File: src/rtl/cpu_defs_pkg.sv
// Shared definitions for the control sequencer: opcodes, ALU codes,
// T-step/state encoding, instruction classes and the control-word layout.
package cpu_defs_pkg;

  localparam logic [4:0] OP_LD   = 5'b00000, OP_LDI  = 5'b00001, OP_ST   = 5'b00010,
                         OP_ADD  = 5'b00011, OP_SUB  = 5'b00100, OP_AND  = 5'b00101,
                         OP_OR   = 5'b00110, OP_SHR  = 5'b00111, OP_SHL  = 5'b01000,
                         OP_ROR  = 5'b01001, OP_ROL  = 5'b01010, OP_NEG  = 5'b01011,
                         OP_NOT  = 5'b01100, OP_ADDI = 5'b01101, OP_ANDI = 5'b01110,
                         OP_ORI  = 5'b01111, OP_MUL  = 5'b10000, OP_DIV  = 5'b10001,
                         OP_BR   = 5'b10010, OP_JR   = 5'b10011, OP_JAL  = 5'b10100,
                         OP_IN   = 5'b10101, OP_OUT  = 5'b10110, OP_MFHI = 5'b10111,
                         OP_MFLO = 5'b11000, OP_NOP  = 5'b11001, OP_HALT = 5'b11010;

  // ALU code used for address and PC arithmetic
  localparam logic [4:0] ALU_ADD = 5'b00011;

  // Externally visible sequencer state; T-steps occupy 0..7
  typedef enum logic [3:0] {
    ST_T0, ST_T1, ST_T2, ST_T3, ST_T4, ST_T5, ST_T6, ST_T7,
    ST_RESET, ST_HALT, ST_STOPPED
  } state_t;

  // Sequencer mode; the T-step itself lives in the step counter
  typedef enum logic [1:0] {MD_RESET, MD_RUN, MD_HALT, MD_STOPPED} mode_t;

  typedef enum logic [3:0] {
    CL_RTYPE, CL_UNARY, CL_IMM, CL_LDI, CL_LD, CL_ST, CL_MULDIV, CL_BR,
    CL_JR, CL_JAL, CL_IN, CL_OUT, CL_MFHI, CL_MFLO, CL_NOP, CL_HALT
  } iclass_t;

  typedef struct packed {
    logic pcout, zlowout, zhighout, mdrout, hiout, loout, cout, inportout, baout, rout;
    logic marin, mdrin, irin, yin, zin, pcin, hiin, loin, rin, conin, outportin;
    logic gra, grb, grc, incpc, read, write;
    logic [4:0] op;
    logic run;
  } ctl_t;

  function automatic iclass_t classify(input logic [4:0] op);
    case (op)
      OP_ADD, OP_SUB, OP_AND, OP_OR,
      OP_SHR, OP_SHL, OP_ROR, OP_ROL: return CL_RTYPE;
      OP_NEG, OP_NOT:                 return CL_UNARY;
      OP_ADDI, OP_ANDI, OP_ORI:       return CL_IMM;
      OP_LDI:                         return CL_LDI;
      OP_LD:                          return CL_LD;
      OP_ST:                          return CL_ST;
      OP_MUL, OP_DIV:                 return CL_MULDIV;
      OP_BR:                          return CL_BR;
      OP_JR:                          return CL_JR;
      OP_JAL:                         return CL_JAL;
      OP_IN:                          return CL_IN;
      OP_OUT:                         return CL_OUT;
      OP_MFHI:                        return CL_MFHI;
      OP_MFLO:                        return CL_MFLO;
      OP_HALT:                        return CL_HALT;
      default:                        return CL_NOP;
    endcase
  endfunction

  // Final T-step of each class; the counter wraps to T0 after it
  function automatic logic [3:0] last_step(input iclass_t c);
    case (c)
      CL_RTYPE, CL_IMM, CL_LDI: return 4'd5;
      CL_UNARY, CL_JAL:         return 4'd4;
      CL_MULDIV, CL_BR:         return 4'd6;
      CL_LD, CL_ST:             return 4'd7;
      default:                  return 4'd3;
    endcase
  endfunction

endpackage

File: src/rtl/control_sequencer_if.sv
// Sequencer <-> datapath control bundle. The sequencer is the master.
interface control_sequencer_if #(parameter int IRW = 32, parameter int OPW = 5);
  logic           Stop;
  logic [IRW-1:0] IR;
  logic           CON_FF;
  logic PCout, Zlowout, ZHighout, MDRout, HIout, LOout, Cout, InPortout, BAout, Rout;
  logic MARin, MDRin, IRin, Yin, Zin, PCin, HIin, LOin, Rin, CONin, OutPortin;
  logic Gra, Grb, Grc, IncPC, Read, Write;
  logic [OPW-1:0] operation;
  logic Run;

  modport master (
    input  Stop, IR, CON_FF,
    output PCout, Zlowout, ZHighout, MDRout, HIout, LOout, Cout, InPortout, BAout, Rout,
           MARin, MDRin, IRin, Yin, Zin, PCin, HIin, LOin, Rin, CONin, OutPortin,
           Gra, Grb, Grc, IncPC, Read, Write, operation, Run
  );

  modport slave (
    output Stop, IR, CON_FF,
    input  PCout, Zlowout, ZHighout, MDRout, HIout, LOout, Cout, InPortout, BAout, Rout,
           MARin, MDRin, IRin, Yin, Zin, PCin, HIin, LOin, Rin, CONin, OutPortin,
           Gra, Grb, Grc, IncPC, Read, Write, operation, Run
  );
endinterface

File: src/rtl/step_counter.sv
// 4-bit T-step counter: clears synchronously, otherwise advances every clock.
module step_counter (
  input  logic       Clock,
  input  logic       Reset,
  input  logic       i_clr,
  output logic [3:0] o_cnt
);
  logic [3:0] r_cnt;

  // count T-steps, restart at T0 on reset or clear
  always_ff @(posedge Clock) begin
    if (Reset || i_clr) r_cnt <= '0;
    else                r_cnt <= r_cnt + 4'd1;
  end

  assign o_cnt = r_cnt;
endmodule

File: src/rtl/control_sequencer.sv
// Hardwired Moore control sequencer: fetch T0-T2, opcode-specific T3-T7.
// Outputs are decoded from the registered mode/T-step and the live opcode.
module control_sequencer
  import cpu_defs_pkg::*;
#(
  parameter int OPW = 5,
  parameter int IRW = 32
) (
  input logic                 Clock,
  input logic                 Reset,
  control_sequencer_if.master bus
);
  mode_t          r_mode;
  logic [3:0]     w_step;
  logic [OPW-1:0] w_opc;
  iclass_t        w_cls;
  state_t         w_state;
  logic           w_last, w_clr, w_ir_unused;
  ctl_t           w_c;
  logic [9:0]     w_drv;

  assign w_opc       = bus.IR[IRW-1 -: OPW];
  assign w_ir_unused = ^bus.IR[IRW-OPW-1:0];
  assign w_cls       = classify(w_opc);
  // last_step() is never below 3, so a not-yet-loaded IR cannot end fetch early
  assign w_last      = (r_mode == MD_RUN) && (w_step == last_step(w_cls));
  assign w_clr       = (r_mode != MD_RUN) || w_last;

  step_counter u_step (.Clock(Clock), .Reset(Reset), .i_clr(w_clr), .o_cnt(w_step));

  // map mode + T-step onto the visible state encoding
  always_comb begin
    case (r_mode)
      MD_RUN:  w_state = state_t'({1'b0, w_step[2:0]});
      MD_HALT: w_state = ST_HALT;
      MD_STOPPED: w_state = ST_STOPPED;
      default: w_state = ST_RESET;
    endcase
  end

  // mode FSM: Reset dominates, halt/Stop only take effect at an instruction boundary
  always_ff @(posedge Clock) begin
    if (Reset) r_mode <= MD_RESET;
    else begin
      case (r_mode)
        MD_RESET: r_mode <= MD_RUN;
        MD_RUN: if (w_last) begin
          if (w_cls == CL_HALT) r_mode <= MD_HALT;
          else if (bus.Stop)    r_mode <= MD_STOPPED;
        end
        MD_STOPPED: if (!bus.Stop) r_mode <= MD_RUN;
        default: r_mode <= r_mode;
      endcase
    end
  end

  // output decode table
  always_comb begin
    w_c     = '0;
    w_c.run = (r_mode == MD_RESET) || (r_mode == MD_RUN);
    case (w_state)
      ST_T0: begin w_c.pcout = 1'b1; w_c.marin = 1'b1; w_c.incpc = 1'b1; w_c.zin = 1'b1; end
      ST_T1: begin w_c.zlowout = 1'b1; w_c.pcin = 1'b1; w_c.read = 1'b1; w_c.mdrin = 1'b1; end
      ST_T2: begin w_c.mdrout = 1'b1; w_c.irin = 1'b1; end
      ST_T3, ST_T4, ST_T5, ST_T6, ST_T7: begin
        case (w_cls)
          CL_RTYPE: case (w_state)
            ST_T3: begin w_c.grb = 1'b1; w_c.rout = 1'b1; w_c.yin = 1'b1; end
            ST_T4: begin w_c.grc = 1'b1; w_c.rout = 1'b1; w_c.op = w_opc; w_c.zin = 1'b1; end
            ST_T5: begin w_c.zlowout = 1'b1; w_c.gra = 1'b1; w_c.rin = 1'b1; end
            default: ;
          endcase
          CL_UNARY: case (w_state)
            ST_T3: begin w_c.grb = 1'b1; w_c.rout = 1'b1; w_c.op = w_opc; w_c.zin = 1'b1; end
            ST_T4: begin w_c.zlowout = 1'b1; w_c.gra = 1'b1; w_c.rin = 1'b1; end
            default: ;
          endcase
          // BAout makes R0 read as zero for the base-address forms
          CL_IMM, CL_LDI, CL_LD, CL_ST: case (w_state)
            ST_T3: begin w_c.grb = 1'b1; w_c.baout = 1'b1; w_c.yin = 1'b1; end
            ST_T4: begin
              w_c.cout = 1'b1; w_c.zin = 1'b1;
              w_c.op   = (w_cls == CL_IMM) ? w_opc : ALU_ADD;
            end
            ST_T5: begin
              w_c.zlowout = 1'b1;
              if (w_cls == CL_LD || w_cls == CL_ST) w_c.marin = 1'b1;
              else begin w_c.gra = 1'b1; w_c.rin = 1'b1; end
            end
            ST_T6: begin
              w_c.mdrin = 1'b1;
              if (w_cls == CL_LD) w_c.read = 1'b1;
              else begin w_c.gra = 1'b1; w_c.rout = 1'b1; end
            end
            ST_T7: begin
              if (w_cls == CL_LD) begin w_c.mdrout = 1'b1; w_c.gra = 1'b1; w_c.rin = 1'b1; end
              else w_c.write = 1'b1;
            end
            default: ;
          endcase
          CL_MULDIV: case (w_state)
            ST_T3: begin w_c.gra = 1'b1; w_c.rout = 1'b1; w_c.yin = 1'b1; end
            ST_T4: begin w_c.grb = 1'b1; w_c.rout = 1'b1; w_c.op = w_opc; w_c.zin = 1'b1; end
            ST_T5: begin w_c.zlowout = 1'b1; w_c.loin = 1'b1; end
            ST_T6: begin w_c.zhighout = 1'b1; w_c.hiin = 1'b1; end
            default: ;
          endcase
          // CON_FF was latched by CONin at T3, so reading it at T6 stays Moore
          CL_BR: case (w_state)
            ST_T3: begin w_c.gra = 1'b1; w_c.rout = 1'b1; w_c.conin = 1'b1; end
            ST_T4: begin w_c.pcout = 1'b1; w_c.yin = 1'b1; end
            ST_T5: begin w_c.cout = 1'b1; w_c.op = ALU_ADD; w_c.zin = 1'b1; end
            ST_T6: begin w_c.zlowout = 1'b1; w_c.pcin = bus.CON_FF; end
            default: ;
          endcase
          CL_JR: if (w_state == ST_T3) begin w_c.gra = 1'b1; w_c.rout = 1'b1; w_c.pcin = 1'b1; end
          // R15 is selected by the datapath when Rin fires with no Gr* select
          CL_JAL: case (w_state)
            ST_T3: begin w_c.pcout = 1'b1; w_c.rin = 1'b1; end
            ST_T4: begin w_c.gra = 1'b1; w_c.rout = 1'b1; w_c.pcin = 1'b1; end
            default: ;
          endcase
          CL_IN:   if (w_state == ST_T3) begin w_c.inportout = 1'b1; w_c.gra = 1'b1; w_c.rin = 1'b1; end
          CL_OUT:  if (w_state == ST_T3) begin w_c.gra = 1'b1; w_c.rout = 1'b1; w_c.outportin = 1'b1; end
          CL_MFHI: if (w_state == ST_T3) begin w_c.hiout = 1'b1; w_c.gra = 1'b1; w_c.rin = 1'b1; end
          CL_MFLO: if (w_state == ST_T3) begin w_c.loout = 1'b1; w_c.gra = 1'b1; w_c.rin = 1'b1; end
          default: ;
        endcase
      end
      default: ;
    endcase
  end

  assign bus.PCout = w_c.pcout;     assign bus.Zlowout = w_c.zlowout;
  assign bus.ZHighout = w_c.zhighout; assign bus.MDRout = w_c.mdrout;
  assign bus.HIout = w_c.hiout;     assign bus.LOout = w_c.loout;
  assign bus.Cout = w_c.cout;       assign bus.InPortout = w_c.inportout;
  assign bus.BAout = w_c.baout;     assign bus.Rout = w_c.rout;
  assign bus.MARin = w_c.marin;     assign bus.MDRin = w_c.mdrin;
  assign bus.IRin = w_c.irin;       assign bus.Yin = w_c.yin;
  assign bus.Zin = w_c.zin;         assign bus.PCin = w_c.pcin;
  assign bus.HIin = w_c.hiin;       assign bus.LOin = w_c.loin;
  assign bus.Rin = w_c.rin;         assign bus.CONin = w_c.conin;
  assign bus.OutPortin = w_c.outportin;
  assign bus.Gra = w_c.gra;         assign bus.Grb = w_c.grb;
  assign bus.Grc = w_c.grc;         assign bus.IncPC = w_c.incpc;
  assign bus.Read = w_c.read;       assign bus.Write = w_c.write;
  assign bus.operation = w_c.op[OPW-1:0];
  assign bus.Run = w_c.run;

  assign w_drv = {w_c.pcout, w_c.zlowout, w_c.zhighout, w_c.mdrout, w_c.hiout,
                  w_c.loout, w_c.cout, w_c.inportout, w_c.baout, w_c.rout};

  // never more than one bus driver; idle states (RESET/HALT/STOPPED, nop) drive none
  always_ff @(posedge Clock) begin
    if (!Reset) a_one_driver: assert ($onehot0(w_drv));
  end
endmodule

File: src/flat_wrapper.sv
// flat-port wrapper written by rule: the top's interface ports become plain ports
module control_sequencer_flat import cpu_defs_pkg::*;
#(
  parameter int OPW = 5,
  parameter int IRW = 32
)
  (Clock, Reset, bus_Stop, bus_IR, bus_CON_FF, bus_PCout, bus_Zlowout, bus_ZHighout, bus_MDRout, bus_HIout, bus_LOout, bus_Cout, bus_InPortout, bus_BAout, bus_Rout, bus_MARin, bus_MDRin, bus_IRin, bus_Yin, bus_Zin, bus_PCin, bus_HIin, bus_LOin, bus_Rin, bus_CONin, bus_OutPortin, bus_Gra, bus_Grb, bus_Grc, bus_IncPC, bus_Read, bus_Write, bus_operation, bus_Run);
  control_sequencer_if #(.IRW(IRW), .OPW(OPW)) bus_i ();
  input logic Clock;
  input logic Reset;
  input wire logic [$bits(bus_i.Stop)-1:0] bus_Stop;
  input wire logic [$bits(bus_i.IR)-1:0] bus_IR;
  input wire logic [$bits(bus_i.CON_FF)-1:0] bus_CON_FF;
  output wire logic [$bits(bus_i.PCout)-1:0] bus_PCout;
  output wire logic [$bits(bus_i.Zlowout)-1:0] bus_Zlowout;
  output wire logic [$bits(bus_i.ZHighout)-1:0] bus_ZHighout;
  output wire logic [$bits(bus_i.MDRout)-1:0] bus_MDRout;
  output wire logic [$bits(bus_i.HIout)-1:0] bus_HIout;
  output wire logic [$bits(bus_i.LOout)-1:0] bus_LOout;
  output wire logic [$bits(bus_i.Cout)-1:0] bus_Cout;
  output wire logic [$bits(bus_i.InPortout)-1:0] bus_InPortout;
  output wire logic [$bits(bus_i.BAout)-1:0] bus_BAout;
  output wire logic [$bits(bus_i.Rout)-1:0] bus_Rout;
  output wire logic [$bits(bus_i.MARin)-1:0] bus_MARin;
  output wire logic [$bits(bus_i.MDRin)-1:0] bus_MDRin;
  output wire logic [$bits(bus_i.IRin)-1:0] bus_IRin;
  output wire logic [$bits(bus_i.Yin)-1:0] bus_Yin;
  output wire logic [$bits(bus_i.Zin)-1:0] bus_Zin;
  output wire logic [$bits(bus_i.PCin)-1:0] bus_PCin;
  output wire logic [$bits(bus_i.HIin)-1:0] bus_HIin;
  output wire logic [$bits(bus_i.LOin)-1:0] bus_LOin;
  output wire logic [$bits(bus_i.Rin)-1:0] bus_Rin;
  output wire logic [$bits(bus_i.CONin)-1:0] bus_CONin;
  output wire logic [$bits(bus_i.OutPortin)-1:0] bus_OutPortin;
  output wire logic [$bits(bus_i.Gra)-1:0] bus_Gra;
  output wire logic [$bits(bus_i.Grb)-1:0] bus_Grb;
  output wire logic [$bits(bus_i.Grc)-1:0] bus_Grc;
  output wire logic [$bits(bus_i.IncPC)-1:0] bus_IncPC;
  output wire logic [$bits(bus_i.Read)-1:0] bus_Read;
  output wire logic [$bits(bus_i.Write)-1:0] bus_Write;
  output wire logic [$bits(bus_i.operation)-1:0] bus_operation;
  output wire logic [$bits(bus_i.Run)-1:0] bus_Run;
  assign bus_i.Stop = bus_Stop;
  assign bus_i.IR = bus_IR;
  assign bus_i.CON_FF = bus_CON_FF;
  assign bus_PCout = bus_i.PCout;
  assign bus_Zlowout = bus_i.Zlowout;
  assign bus_ZHighout = bus_i.ZHighout;
  assign bus_MDRout = bus_i.MDRout;
  assign bus_HIout = bus_i.HIout;
  assign bus_LOout = bus_i.LOout;
  assign bus_Cout = bus_i.Cout;
  assign bus_InPortout = bus_i.InPortout;
  assign bus_BAout = bus_i.BAout;
  assign bus_Rout = bus_i.Rout;
  assign bus_MARin = bus_i.MARin;
  assign bus_MDRin = bus_i.MDRin;
  assign bus_IRin = bus_i.IRin;
  assign bus_Yin = bus_i.Yin;
  assign bus_Zin = bus_i.Zin;
  assign bus_PCin = bus_i.PCin;
  assign bus_HIin = bus_i.HIin;
  assign bus_LOin = bus_i.LOin;
  assign bus_Rin = bus_i.Rin;
  assign bus_CONin = bus_i.CONin;
  assign bus_OutPortin = bus_i.OutPortin;
  assign bus_Gra = bus_i.Gra;
  assign bus_Grb = bus_i.Grb;
  assign bus_Grc = bus_i.Grc;
  assign bus_IncPC = bus_i.IncPC;
  assign bus_Read = bus_i.Read;
  assign bus_Write = bus_i.Write;
  assign bus_operation = bus_i.operation;
  assign bus_Run = bus_i.Run;
  control_sequencer #(.OPW(OPW), .IRW(IRW)) u_core (.Clock(Clock), .Reset(Reset), .bus(bus_i));
endmodule
File: config.mk
export PLATFORM = sky130hd
export DESIGN_NAME = control_sequencer_flat
export DESIGN_NICKNAME = d
export VERILOG_FILES = /design/src/rtl/cpu_defs_pkg.sv /design/src/rtl/control_sequencer_if.sv /design/src/rtl/step_counter.sv /design/src/rtl/control_sequencer.sv /design/src/flat_wrapper.sv
export SDC_FILE = /design/constraint.sdc
export NUM_CORES = 1
export LEC_CHECK = 0
export CAP_MARGIN = 20
export CORE_MARGIN = 4
export CORE_UTILIZATION = 41
export CTS_CLUSTER_SIZE = 10
export DETAILED_ROUTE_END_ITERATION = 8
export GPL_ROUTABILITY_DRIVEN = 0
export GPL_TIMING_DRIVEN = 0
export PLACE_DENSITY = 0.81
export SLEW_MARGIN = 0
export SYNTH_ARGS = -nofsm -noshare
export SYNTH_HDL_FRONTEND = slang
export SYNTH_SLANG_ARGS = --single-unit
File: constraint.sdc
create_clock -name Clock -period 4.2 [get_ports Clock]
set_input_delay 0.84 -clock Clock [delete_from_list [all_inputs] [get_ports Clock]]
set_output_delay 0.84 -clock Clock [all_outputs]
set_load 0.02 [all_outputs]
# == Word-level counts from Yosys, hierarchy flattened ==
# Memories as Yosys holds them, arrays and structs flattened.
# Cells that the tools add are included.
# totals
wordCells,121
regBits,6
n_memories,2
input_bits,36
romBits,176
out_inout_bits,33
# mem_list
memory,words,word_bits,read_ports,rd_clocked_by_memory_dff,write_ports,line_no,rtl
(no name shown),32,4,1,0,0,cpu_defs_pkg.sv:41,case (op)
(no name shown),16,3,1,0,0,cpu_defs_pkg.sv:64,case (c)
# classes
n_eq_ne,29
n_addsub,1
n_reduce_logical,20
n_mux,67
# op_table
cell,n
$eq A4 B3 Y1 const B,8
$eq A4 B4 Y1 const B,7
$mux W1,28
$pmux W1 S2,13
$mux W5,4
$pmux W5 S4,1
$mux W2,9
$reduce_or A6 Y1,3
$eq A4 B2 Y1 const B,4
$mux W6,2
$pmux W1 S3,4
$pmux W4 S3,1
$reduce_or A4 Y1,3
$eq A4 B1 Y1 const B,2
$logic_not A4 Y1,2
$mux W8,1
$pmux W1 S4,2
$pmux W2 S3,1
$reduce_or A2 Y1,3
$pmux W1 S5,1
$reduce_or A5 Y1,1
$add A4 B1 Y4 const B,1
$eq A2 B2 Y1 const B,2
$eq A4 B4 Y1,1
other kinds (9),13

# == Depth between registers and ports, before layout ==
# depth
ltp_word,7
mapped_depth,10

# == Cells and area by module ==
# From an unflattened synthesis, not the netlist that was laid out.
# hier_totals
cells_unflattened,195
hier_area_um2,1260.0
# modules_own_cells
mod,instances,area_each_um2,cells_per_inst
control_sequencer,1,1108.6,182
step_counter,1,151.4,13

# == Worst setup path after synthesis ==
# No wires, ideal clock.
# synth_timing
path_kind,input -> output
from,input bus_IR[27]
to,output bus_Gra
t_required_ns,3.360
arrival_ns,3.041
n_path_buf,1
cell_stages,9
setup_slack_ns,0.319
cell_sequence,inv_1 > ha_1 > or2b_1 > a21oi_1 > o21ai_0 > clkbuf_1 > nor4_1 > a211oi_1 > o32ai_1
# synth_via
elab_chain_len,7
word_cells_on_any_way,25
classes_between,eq/ne (13); mux (6); reduce/logical (5); memory (1)
# synth_lines
item,line_no,rtl
start: declaration,flat_wrapper.sv:12,input wire logic [$bits(bus_i.IR)-1:0] bus_IR;
$mem_v2 Z32 W4 *,-,
$eq A4 B3 Y1 (on tied branches),-,
$logic_or A1 B1 Y1,control_sequencer.sv:87,if (w_cls == CL_LD || w_cls == CL_ST) w_c.marin = 1'b1;
$mux W1,control_sequencer.sv:87,
$pmux W1 S3,control_sequencer.sv:79,"CL_IMM, CL_LDI, CL_LD, CL_ST: case (w_state)"
$pmux W1 S5 *,control_sequencer.sv:66,case (w_cls)
$mux W8 *,control_sequencer.sv:61,case (w_state)
end: declaration,flat_wrapper.sv:35,output wire logic [$bits(bus_i.Gra)-1:0] bus_Gra;
# Every way passes the cells marked *; elsewhere a longest branch is shown, timed or not.

# == Worst setup path after layout ==
# layout_timing
from,input bus_IR[28]
to,output bus_Rout
# layout_via
elab_chain_len,6
word_cells_on_any_way,19
classes_between,eq/ne (10); mux (4); reduce/logical (4); memory (1)
# layout_lines
item,line_no,rtl
$mem_v2 Z32 W4 *,-,
$eq A4 B3 Y1,"control_sequencer.sv:66, control_sequencer.sv:92",
$mux W1,control_sequencer.sv:92,if (w_cls == CL_LD) w_c.read = 1'b1;
$mux W1,control_sequencer.sv:79,
$pmux W1 S4 *,control_sequencer.sv:66,
$mux W6 *,control_sequencer.sv:61,
end: declaration,flat_wrapper.sv:23,output wire logic [$bits(bus_i.Rout)-1:0] bus_Rout;
# Marked as above.

==> impl_metrics.py <==
metrics = {
    "cts": {
        "cts_buffers": 3,
        "worstSkewPairLatency_ns": 0.24,
        "htree_levels": 1,
        "cts-root-buf": "clkbuf_4",
        "cts_tree": "yes",
        "cts_max_path_buffers": 2,
        "hold_buffers": 0,
        "clk_pin_slew_ns": 0.04,
        "clock-sinks": 6,
    },
    "floorplanning": {
        "fp-row-count": 21,
        "num_io_pins": 69,
        "die_x_um": 66.7,
        "coreArea_sq_um": 3340,
        "die_area_sq_um": 4450,
        "initial_core_util_pct": 42.3,
        "die_height_um": 66.7,
    },
    "timing": {
        "finClkSkew_ns": 0.00295,
        "setup_viol": 0,
        "worst_pin_slew_ns": 0.561,
        "slew_violations": 0,
        "worst_slack_ns": 0.0621,
        "period_minus_slack_ns": 4.14,
        "post-route-period-util_pct": 98.5,
        "final-hold-violation-count": 0,
        "fmax_ghz": 0.242,
        "max-slew-margin-rel_pct": 62.3,
    },
    "cells_and_area": {
        "layout-drive-gt1-share_pct": 26.2,
        "nets": 304,
        "areaGrowthSynthToFinish_pct": 47.7,
        "multi_input_area_sq_um": 1330,
        "nFillCells": 322,
        "antenna_cells": 0,
        "seq_area_sq_um": 120,
        "final_cells": 306,
        "postLayoutCoreUtil_pct": 62.5,
    },
    "routing": {
        "vias_per_cell": 6.39,
        "drc": 0,
        "drt-pass1-iter-count": 5,
        "drt-initial-drc-count": 227,
        "ant_nets": 0,
        "wl_per_cell_um": 17.2,
        "drt_wl_total_um": 5260,
        "vias": 1956,
    },
    "placed_design": {
        "port_buffers": 41,
        "dpl.hpwl_um": 3630,
        "dpl_worst_slack_ns": -1.07,
        "post-place-cells": 300,
    },
    "critical_path": {
        "cp_data_arrival_time_ns": 3.30,
        "critPathMaxFanout": 5,
        "critPathKind": "in -> out",
        "critPathLaunchType": "input pin",
        "rrSetupSlack_ns": 2.23,
        "crit_path_end_kind": "output pin",
        "worstPathRequired_ns": 3.36,
    },
    "pwr": {
        "fin_total_pwr_mw": 0.277,
        "p_sw_share_pct": 45.1,
        "p_seq_share_pct": 21.9,
        "p_switching_mw": 0.125,
        "internal_power_mw": 0.152,
        "leakagePower_nw": 0.814,
        "vdd_drop_max_mv": 0.143,
        "pwr-share-clk_pct": 18.3,
        "p_comb_share_pct": 59.8,
        "p_per_area_nw_per_um2": 133,
    },
    "logic_synthesis": {
        "async_flop_share_pct": 0,
        "synth_ff_type": "dfxtp_1",
        "yosys-top-cells-area": "dfxtp_1 8.5%, nor3_1 5.7%, a21oi_1 5.3%",
        "synthDistinctLibCells": 61,
        "synth_top_area_share_pct": 8.50,
        "synth_commonest_cells": "18 x nor2_1, 17 x nand2_1, 16 x nor3_1",
        "post-synth-top-count-cell": "nor2_1",
        "ys_seq_area_share_pct": 8.50,
        "synth_area_sq_um": 1410,
        "synth-seq-cells": 6,
        "synthCells": 213,
        "yosys.area.top_type": "dfxtp_1",
        "synth-edff-count": 0,
        "ys_warn_count": 0,
        "avgSynthCellArea_sq_um": 6.63,
        "synth_nets": 255,
    },
    "global_route": {
        "grt_pass1_vias": 1849,
        "grt_start_max_net_pins": 12,
        "antenna_found_initial": 0,
        "grt_overflow": 0,
        "grt_use_total_pct": 23.5,
        "grt_pass1_wl_um": 8350,
    },
    "hold_path": {
        "min_path_type": "reg -> reg",
    },
    "run_status": {
        "outcome": "finished clean",
    },
    "run": {
        "cap_violations": 0,
    },
}
-- worst max-delay path: stages --
cell	delay, ns
clkdlybuf4s15_2	0.23
inv_2	0.10
ha_2	0.20
or3b_4	0.40
a21oi_4	0.18
a221oi_4	0.06
or3_4	0.38
a32o_1	0.23
or4b_1	0.50
buf_2	0.17
-- flip-flops by register name (all words and copies together) (netlist names) --
register	flops
u_core.u_step.o_cnt	4
u_core.r_mode	2
-- repair_timing --
item,CTS,global route
buffers inserted,4,1
pin swaps,1,2
resized for setup,67,24
setup endpoints to repair,30,29
-- layer usage --
layer / GRT usage (%) / share of wire (%) / vias to the layer above
met3: 2.53 / 9.5 / 17
met2: 40.0 / 47 / 132
met4: 8.38 / 2.0 / 0
met5: 0 / 0 / -
li1: - / - / 914
met1: 30.3 / 42 / 893
-- power by group through the flow --
stage	registers, mW	clock network [mW]	logic [mW]
CTS	0.0606	0.0539	0.151
global route	0.0608	0.0576	0.176
finish	0.0607	0.0509	0.166
global placement	0.0614	0	0.134
detailed placement	0.0616	0	0.135
floorplan	0.0611	0	0.0887
-- cells in the final DEF, fill, tap and decap left out, types with 4 or more instances in the layout --
master           count
clkbuf_4             7
o21ai_0             10
nand2b_1             9
o211ai_1             4
buf_4                6
dfxtp_1              6
and2_1               4
dlygate4sd2_1       12
nor4_1               8
nand2_1             16
a21o_1               4
inv_1                5
clkdlybuf4s50_1     19
nor2_1              16
buf_2                5
nor3_1              13
a21oi_1             10
nand3_1              4
-- kinds of logic (layout without fill, tap and decap cells) --
| family | Yosys count | after routing | synth area share, % |
|---|---|---|---|
| mux | 2 | 2 | 1.51 |
| simple gates | 103 | 103 | 40.8 |
| flops | 6 | 6 | 8.50 |
| xor+xnor | 2 | 2 | 1.24 |
| buf+inv | 24 | 71 | 7.44 |
| fa+ha+maj | 6 | 6 | 5.31 |
| compound gates | 70 | 70 | 35.2 |
-- through the flow --
step | area (sq um) | hold WS, ns | TNS, ns
floorplan | 1410 | 0.475 | 0
global placement | 1880 | 0.517 | -18.74
detailed placement | 1880 | 0.533 | -19.48
CTS | 2020 | 0.542 | -0.0144
global route | 2090 | 0.567 | -0.00355
finish | 2090 | 0.548 | 0
-- path summary, 6_finish.rpt --
check | startpoint | to | cells after the start
setup reg to reg | u_core.u_step.o_cnt[0]$_SDFF_PP0_ | u_core.r_mode[1]$_SDFFE_PP0P_ | 6
hold / removal | u_core.r_mode[1]$_SDFFE_PP0P_ | u_core.r_mode[0]$_SDFFE_PP0P_ | 1
hold reg to reg | u_core.r_mode[1]$_SDFFE_PP0P_ | u_core.r_mode[0]$_SDFFE_PP0P_ | 1
setup / recovery | bus_IR[28] | bus_Rout | 10
-- layout make-up --
class / count / share of cell area, %
buffer: 15 / 4.92
multi-input combinational: 183 / 63.9
tap: 46 / 2.76
clock buffer: 3 / 1.08
inverter: 7 / 1.26
timing repair buffer: 46 / 20.3
sequential: 6 / 5.76
(Power assumes the default switching activity.)
